### src/rtl/muldiv_ctrl_if.sv
// Issue/result bundle between the EX stage and the multiply/divide sequencer.
// Master is the EX side; slave is the sequencer.
interface muldiv_ctrl_if;
    logic        start;
    logic [5:0]  funct;
    logic [31:0] operand_1;
    logic [31:0] operand_2;
    logic        flush;
    logic        stall_req;
    logic        hilo_write_en;
    logic [31:0] hi_out;
    logic [31:0] lo_out;

    modport master (
        output start, funct, operand_1, operand_2, flush,
        input  stall_req, hilo_write_en, hi_out, lo_out
    );

    modport slave (
        input  start, funct, operand_1, operand_2, flush,
        output stall_req, hilo_write_en, hi_out, lo_out
    );
endinterface

### src/rtl/muldiv_ctrl.sv
// Iterative MULT/MULTU/DIV/DIVU sequencer with a one-cycle HI/LO write on completion.
// Define MUL_FAST_MULT_EN for single-cycle multiplies (divides stay 32 iterations).
`ifndef FUNCT_MULT
`define FUNCT_MULT  6'b011000
`endif
`ifndef FUNCT_MULTU
`define FUNCT_MULTU 6'b011001
`endif
`ifndef FUNCT_DIV
`define FUNCT_DIV   6'b011010
`endif
`ifndef FUNCT_DIVU
`define FUNCT_DIVU  6'b011011
`endif

module muldiv_ctrl (
    input logic           clk,
    input logic           rst,
    muldiv_ctrl_if.slave  bus
);
    typedef enum logic [1:0] {StIdle, StMul, StDiv, StDone} state_e;

    state_e      state_q, state_d;
    logic [4:0]  cnt_q, cnt_d;
    logic [63:0] acc_q, acc_d;
    logic [31:0] opa_q, opa_d;      // multiplicand for MUL, divisor for DIV
    logic [31:0] op1_q, op1_d;
    logic        neg_q, neg_d, rem_neg_q, rem_neg_d;
    logic        div_zero_q, div_zero_d, is_div_q, is_div_d;
    logic [31:0] hi_q, hi_d, lo_q, lo_d;

    logic        valid_funct, is_signed, is_div, stall, write;
    logic [31:0] abs_1, abs_2, fix_hi, fix_lo;
    logic [63:0] prod_fix;
    logic [32:0] div_top;
    logic [31:0] div_rem;
    logic        div_ge;

    assign valid_funct = (bus.funct == `FUNCT_MULT) || (bus.funct == `FUNCT_MULTU) ||
                         (bus.funct == `FUNCT_DIV)  || (bus.funct == `FUNCT_DIVU);
    assign is_signed   = (bus.funct == `FUNCT_MULT) || (bus.funct == `FUNCT_DIV);
    assign is_div      = (bus.funct == `FUNCT_DIV)  || (bus.funct == `FUNCT_DIVU);
    assign abs_1 = (is_signed && bus.operand_1[31]) ? -bus.operand_1 : bus.operand_1;
    assign abs_2 = (is_signed && bus.operand_2[31]) ? -bus.operand_2 : bus.operand_2;

    // Trial subtract on the shifted upper 33 bits; a true remainder always fits in 32.
    assign div_top = acc_q[63:31];
    assign div_ge  = div_top >= {1'b0, opa_q};
    assign div_rem = div_top[31:0] - opa_q;

`ifndef MUL_FAST_MULT_EN
    logic [32:0] mul_sum;
    assign mul_sum = {1'b0, acc_q[63:32]} + {1'b0, opa_q};
`endif

    assign prod_fix = neg_q ? -acc_q : acc_q;

    always_comb begin
        fix_hi = prod_fix[63:32];
        fix_lo = prod_fix[31:0];
        if (is_div_q) begin
            if (div_zero_q) begin
                fix_hi = op1_q;
                fix_lo = 32'hFFFF_FFFF;
            end else begin
                fix_hi = rem_neg_q ? -acc_q[63:32] : acc_q[63:32];
                fix_lo = neg_q ? -acc_q[31:0] : acc_q[31:0];
            end
        end
    end

    always_comb begin
        state_d    = state_q;
        cnt_d      = cnt_q;
        acc_d      = acc_q;
        opa_d      = opa_q;
        op1_d      = op1_q;
        neg_d      = neg_q;
        rem_neg_d  = rem_neg_q;
        div_zero_d = div_zero_q;
        is_div_d   = is_div_q;
        hi_d       = hi_q;
        lo_d       = lo_q;
        stall      = 1'b0;
        write      = 1'b0;
        unique case (state_q)
            StIdle: begin
                stall = bus.start && valid_funct && !bus.flush;
                if (stall) begin
                    cnt_d      = '0;
                    is_div_d   = is_div;
                    op1_d      = bus.operand_1;
                    neg_d      = is_signed && (bus.operand_1[31] ^ bus.operand_2[31]);
                    rem_neg_d  = is_signed && bus.operand_1[31];
                    div_zero_d = is_div && (bus.operand_2 == 32'd0);
                    opa_d      = is_div ? abs_2 : abs_1;
                    acc_d      = {32'd0, is_div ? abs_1 : abs_2};
                    state_d    = is_div ? StDiv : StMul;
                end
            end
            StMul: begin
                stall = 1'b1;
`ifdef MUL_FAST_MULT_EN
                acc_d   = 64'(opa_q) * 64'(acc_q[31:0]);
                state_d = StDone;
`else
                acc_d = acc_q[0] ? {mul_sum, acc_q[31:1]} : {1'b0, acc_q[63:1]};
                cnt_d = cnt_q + 5'd1;
                if (cnt_q == 5'd31) state_d = StDone;
`endif
            end
            StDiv: begin
                stall = 1'b1;
                acc_d = div_ge ? {div_rem, acc_q[30:0], 1'b1} : {acc_q[62:0], 1'b0};
                cnt_d = cnt_q + 5'd1;
                if (cnt_q == 5'd31) state_d = StDone;
            end
            StDone: begin
                write   = !bus.flush;
                state_d = StIdle;
                if (!bus.flush) begin
                    hi_d = fix_hi;
                    lo_d = fix_lo;
                end
            end
            default: state_d = StIdle;
        endcase
        if (bus.flush) state_d = StIdle;
    end

    always_ff @(posedge clk) begin
        if (!rst) begin
            state_q    <= StIdle;
            cnt_q      <= '0;
            acc_q      <= '0;
            opa_q      <= '0;
            op1_q      <= '0;
            neg_q      <= 1'b0;
            rem_neg_q  <= 1'b0;
            div_zero_q <= 1'b0;
            is_div_q   <= 1'b0;
            hi_q       <= '0;
            lo_q       <= '0;
        end else begin
            state_q    <= state_d;
            cnt_q      <= cnt_d;
            acc_q      <= acc_d;
            opa_q      <= opa_d;
            op1_q      <= op1_d;
            neg_q      <= neg_d;
            rem_neg_q  <= rem_neg_d;
            div_zero_q <= div_zero_d;
            is_div_q   <= is_div_d;
            hi_q       <= hi_d;
            lo_q       <= lo_d;
        end
    end

    // The result is presented during DONE itself so HI/LO sees it with the write strobe.
    assign bus.stall_req     = rst && stall;
    assign bus.hilo_write_en = rst && write;
    assign bus.hi_out        = (state_q == StDone) ? fix_hi : hi_q;
    assign bus.lo_out        = (state_q == StDone) ? fix_lo : lo_q;
endmodule

### src/flat_wrapper.sv
// flat-port wrapper written by rule: the top's interface ports become plain ports
module muldiv_ctrl_flat 
  (clk, rst, bus_start, bus_funct, bus_operand_1, bus_operand_2, bus_flush, bus_stall_req, bus_hilo_write_en, bus_hi_out, bus_lo_out);
  muldiv_ctrl_if bus_i ();
  input logic clk;
  input logic rst;
  input wire logic [$bits(bus_i.start)-1:0] bus_start;
  input wire logic [$bits(bus_i.funct)-1:0] bus_funct;
  input wire logic [$bits(bus_i.operand_1)-1:0] bus_operand_1;
  input wire logic [$bits(bus_i.operand_2)-1:0] bus_operand_2;
  input wire logic [$bits(bus_i.flush)-1:0] bus_flush;
  output wire logic [$bits(bus_i.stall_req)-1:0] bus_stall_req;
  output wire logic [$bits(bus_i.hilo_write_en)-1:0] bus_hilo_write_en;
  output wire logic [$bits(bus_i.hi_out)-1:0] bus_hi_out;
  output wire logic [$bits(bus_i.lo_out)-1:0] bus_lo_out;
  assign bus_i.start = bus_start;
  assign bus_i.funct = bus_funct;
  assign bus_i.operand_1 = bus_operand_1;
  assign bus_i.operand_2 = bus_operand_2;
  assign bus_i.flush = bus_flush;
  assign bus_stall_req = bus_i.stall_req;
  assign bus_hilo_write_en = bus_i.hilo_write_en;
  assign bus_hi_out = bus_i.hi_out;
  assign bus_lo_out = bus_i.lo_out;
  muldiv_ctrl u_core (.clk(clk), .rst(rst), .bus(bus_i));
endmodule
### config.mk
export PLATFORM = sky130hd
export DESIGN_NAME = muldiv_ctrl_flat
export DESIGN_NICKNAME = d
export VERILOG_FILES = /design/src/rtl/muldiv_ctrl_if.sv /design/src/rtl/muldiv_ctrl.sv /design/src/flat_wrapper.sv
export SDC_FILE = /design/constraint.sdc
export NUM_CORES = 1
export LEC_CHECK = 0
export ABC_AREA = 1
export BUFFER_PORTS_ARGS = -buffer_cell sky130_fd_sc_hd__buf_2
export CORE_ASPECT_RATIO = 0.8
export CORE_UTILIZATION = 30
export CTS_CLUSTER_DIAMETER = 80
export DETAILED_ROUTE_END_ITERATION = 10
export GPL_TIMING_DRIVEN = 1
export MAX_ROUTING_LAYER = met4
export PLACE_DENSITY = 0.43
export SYNTH_ARGS = -nofsm -noshare
export SYNTH_HDL_FRONTEND = slang
export SYNTH_SLANG_ARGS = --single-unit
### constraint.sdc
create_clock -name clk -period 3.7 [get_ports clk]
set_clock_uncertainty 0.1 [all_clocks]
set_input_delay 0.74 -clock clk [delete_from_list [all_inputs] [get_ports clk]]
set_output_delay 0.74 -clock clk [all_outputs]
set_load 0.01 [all_outputs]
# Word level (Yosys, flattened, before mapping)
# Index checks and enable logic that the tools add are counted.
# W data, S select, Z words.
dict set report classes {
  add_sub_neg 8
  mul 0
  div 0
  magnitude_cmp 1
  eq_ne 10
  shift 0
  n_mux 25
  n_bitwise 3
  n_reduce_logical 25
}
# operator count
set op_table {}
lappend op_table {{$mux W32} 12}
lappend op_table {{$mux W64} 4}
lappend op_table {{$pmux W64 S3} 1}
lappend op_table {{$neg A32 Y32} 4}
lappend op_table {{$neg A64 Y64} 1}
lappend op_table {{$add A32 B32 Y33} 1}
lappend op_table {{$ge A33 B32 Y1} 1}
lappend op_table {{$logic_not A32 Y1} 1}
lappend op_table {{$sub A32 B32 Y32} 1}
lappend op_table {{$eq A6 B5 Y1 const B} 4}
lappend op_table {{$pmux W5 S2} 1}
lappend op_table {{$reduce_and A2 Y1} 5}
lappend op_table {{$logic_and A1 B1 Y1} 8}
lappend op_table {{$mux W2} 3}
lappend op_table {{$pmux W2 S3} 1}
lappend op_table {{$add A5 B1 Y5 const B} 1}
lappend op_table {{$eq A5 B5 Y1 const B} 1}
lappend op_table {{$logic_or A1 B1 Y1} 5}
lappend op_table {{$mux W5} 1}
lappend op_table {{$eq A2 B2 Y1 const B} 2}
lappend op_table {{$ne A2 B1 Y1 const B} 2}
lappend op_table {{$reduce_or A2 Y1} 2}
lappend op_table {{$reduce_bool A3 Y1} 1}
lappend op_table {{$eq A2 B1 Y1 const B} 1}
lappend op_table {{7 further kinds} 8}
dict set report totals {
  regBits 203
  latchBits 0
  ram_bits 0
  romBits 0
  inputBits 74
  out_inout_bits 66
  wordCells 83
  memories 0
}

# Logic depth before layout (Yosys ltp)
dict set report depth {
  ltp_word 8
  depth_mapped 18
  mapped_depth_nobuf 18
}

# Worst setup path after synthesis
# OpenSTA, ideal clock, no wires.
dict set report synth_timing {
  path_kind {register to output}
  startpoint {register u_core.acc_q[0]}
  endpoint {output port bus_hi_out[6]}
  arrival_ns 2.166
  required_time_ns 2.860
  setup_slack_ns 0.694
  stages_incl_launch_ff 17
  n_path_buf 2
  cell_sequence {dfxtp_1 -> buf_6 -> clkinv_4 -> clkbuf_1 -> ha_1 -> nand3_2 -> nor2_4 -> nand2_2 -> nand2_4 -> nand2_2 -> inv_2 -> o21ai_2 -> nor2_4 -> nand2_1 -> nand2_1 -> nand3_1 -> a31oi_1}
}
dict set report synth_between {
  elab_chain_len 4
}
# item line_no
set synth_rtl {}
lappend synth_rtl {{start: declaration} muldiv_ctrl.sv:25} ;# logic [63:0] acc_q, acc_d;
lappend synth_rtl {{start signal: assignment} muldiv_ctrl.sv:135} ;# acc_q <= '0;
lappend synth_rtl {{start signal: assignment} muldiv_ctrl.sv:147} ;# acc_q <= acc_d;
lappend synth_rtl {{$neg A64 Y64} muldiv_ctrl.sv:56} ;# assign prod_fix = neg_q ? -acc_q : acc_q;
lappend synth_rtl {{$mux W64} muldiv_ctrl.sv:56}
lappend synth_rtl {{$mux W32} muldiv_ctrl.sv:61} ;# if (is_div_q) begin
lappend synth_rtl {{$mux W32} muldiv_ctrl.sv:162} ;# assign bus.hi_out = (state_q == StDone) ? fix_hi : hi_q;
lappend synth_rtl {{end: declaration} flat_wrapper.sv:14} ;# output wire logic [$bits(bus_i.hi_out)-1:0] bus_hi_out;
# Every way passes these cells.

# Final worst setup path
dict set report layout_timing {
  startpoint {register u_core.acc_q[22]}
  endpoint {output port bus_hi_out[19]}
}
# Same word-level chain as after synthesis.

==> flow_metrics.tcl <==
set metrics [dict create \
    crit_arrival_ns 2.80 \
    setup_viol_count_final 0 \
    worstSetupPathType "flop to output port" \
    max_freq_mhz 274 \
    antenna_found_initial 4 \
    ant_nets 0 \
    drt_iter0_markers 2938 \
    grt_usage_pct 30.2 \
    worstMarginPinSlew_ns 0.813 \
    drtPass1Iterations 5 \
    cts.sinks 203 \
    hold_path_class "input pin to flop" \
    hpwlAfterDp_um 84900 \
    fp.coreArea_um2 67400 \
    multiInputGateArea_um2 14000 \
    yosysTopAreaCell "nand2_1" \
    syn-cell-area_um2 20500 \
    dieWidth_um 294 \
    place_congestion 1.03 \
    peakVddDrop_uv 331 \
    vias 24774 \
    top_layer "met4" \
    p_leak_nw 12.1 \
    dr_wl_met3_um 10700 \
    yosysSeqAreaShare_pct 19.8 \
    finalMaxSlewViolations 0 \
    hold_buffers 0 \
    synth_flop_cell "dfxtp_1" \
    yosys-top-cells-area "nand2_1 (20%), dfxtp_1 (20%), inv_1 (9.6%)" \
    vias_per_cell 5.20 \
    wl_per_cell_um 21.9 \
    fin_ws_ns 0.0550 \
    yosysWarnings 0 \
    synthTopCellsByCount "nand2_1 (1101), inv_1 (522), nor2_1 (394)" \
    synthArstFlopShare_pct 0 \
    drive_gt1_share_pct 12.8 \
    relSlewSlack_pct 45.7 \
    maxCapViolations 0 \
    cp-start-kind "flop" \
    num_rows 85 \
    final.fill_count 7832 \
    synth-edff-count 0 \
    die-area_um2 69400 \
    syn_area_per_cell_um2 5.53 \
    preCtsSetupSlack_ns 0.420 \
    wl_um 104000 \
    port_buffers 139 \
    power-per-cell-area_nw_per_um2 274 \
    synthCells 3710 \
    cp-end-kind "output port" \
    required_ns 2.86 \
    area_growth_pct 16.5 \
    grt_max_degree 100 \
    drcViolationCount 0 \
    dr_wl_met2_um 39300 \
    ys_ff_latch 203 \
    cts_tree "yes" \
    grt_pass1_wl_um 151000 \
    clkSlewWorstSetupHoldPaths_ns 0.06 \
    rsz0062_at_grt "true" \
    fin_crit_sh_pct 98.5 \
    clock-root-buffer "clkbuf_16" \
    period_needed_ns 3.64 \
    synth.most_common_cell "nand2_1" \
    worstSkewPairLatency_ns 0.59 \
    cts_buffers 28 \
    drt-met1-wl_um 51900 \
    grt-ovfl-total 0 \
    synth_cell_types 53 \
    placed_cells 4702 \
    cp_max_fo 6 \
    nNetsFinal 3981 \
    synth_top_area_share_pct 20.2 \
    initial_utilization_pct 30.4 \
    final_hold_viol_count 0 \
    pin_count 140 \
    grt_pass1_vias 22126 \
    final_cells 4767 \
    die-height_um 236 \
    h-tree-depth 1 \
    design_area_um2 23900 \
    ctsLongestPathBuffers 3 \
    seq_area_um2 4100 \
    dpl_cell_area_um2 22400 \
    outcome "complete, no violations" \
    utilization_pct 35.4 \
    synth_nets 3862 \
]
-- where the power goes --
group | internal (W) | switching [W]
clock network | 0.00180 | 0.00118
registers | 0.00220 | 0.0000363
logic | 0.000361 | 0.000949
-- routing by layer --
metal / vias to the layer above / GRT usage [%]
met1: 11373 / 46.8
met5: - / -
met2: 1103 / 39.0
met3: 106 / 5.66
li1: 12192 / -
met4: 0 / 6.42
-- per-stage QoR --
stage	hold slack (ns)	power, W	TNS (ns)
floorplan	0.331	0.00300	0
global placement	0.352	0.00350	0
detailed placement	0.350	0.00348	0
CTS	0.340	0.00651	-0.117
global route	0.374	0.00677	-0.0674
finish	0.355	0.00654	0
-- logic make-up (layout without fill, tap and decap cells) --
| kind of cell | count (synthesis) | after routing | synth area share, % |
|---|---|---|---|
| AO/OA/AOI/OAI | 697 | 697 | 18.7 |
| XOR/XNOR | 76 | 76 | 3.25 |
| adder cells (fa/ha/maj) | 78 | 78 | 4.83 |
| buffers and inverters | 699 | 840 | 13.5 |
| flip-flops | 203 | 203 | 19.8 |
| other | 0 | 3 | 0 |
| AND/OR/NAND/NOR | 1957 | 1957 | 39.9 |
-- worst paths after layout --
path / start / endpoint / slack [ns] / cells past startpoint
worst max register to register: u_core.opa_q[14] / u_core.acc_q[54] / 0.53 / 16
worst min-delay path: bus_operand_1[2] / u_core.op1_q[2] / 0.35 / 3
worst max-delay path: u_core.acc_q[22] / bus_hi_out[19] / 0.06 / 12
worst min register to register: u_core.lo_q[27] / u_core.lo_q[27] / 0.36 / 2
-- flip-flops by register name, indices dropped and copies added (netlist names) --
register and cells:
u_core.opa_q 32, u_core.div_zero_q 1, u_core.op1_q 32, u_core.rem_neg_q 1, u_core.is_div_q 1, u_core.lo_q 32
u_core.hi_q 32, u_core.acc_q 64, u_core.neg_q 1, u_core.state_q 2, u_core.cnt_q 5
-- what timing repair did --
action,CTS,global route
buffers inserted,5,5
pin swaps,4,12
resized for setup,28,118
endpoints found under the setup margin,28,37
hold endpoints to repair,0,0
-- area by class of cell --
type                    count  share of cell area, %
inverters                 545                   8.69
multi-input cells        2808                   58.6
well taps                 913                   4.78
clock buffers              33                   3.14
clock inverters            19                   1.05
diodes                      3                 0.0314
repair buffers            243                   6.51
flip-flops and latches    203                   17.2
-- placed cells by master, fill, tap and decap left out, types with 19 or more instances in the layout --
cell type	instances
nand3_1	322
inv_2	35
ha_1	73
xnor2_1	19
nor2_2	54
buf_2	139
o21ai_1	32
a31oi_1	39
xor2_1	57
a21oi_1	250
dfxtp_2	25
buf_4	97
inv_1	497
o22ai_1	35
nand4_1	32
nor3_1	23
clkbuf_16	28
o21ai_0	249
nand2_1	1092
nor2_1	346
o211ai_1	31
dfxtp_1	177
-- critical path, cell delays in order (launching register included) --
cell	delay, ns
dfxtp_1	0.39
inv_2	0.22
nand4_1	0.27
nor2_1	0.23
nand2_1	0.07
nand2_1	0.09
nand2_2	0.11
nor2_4	0.14
o21ai_0	0.10
nand2_1	0.10
nand3_2	0.13
a31oi_1	0.21
buf_2	0.15
Note: power is estimated with default switching activity, not from simulation.
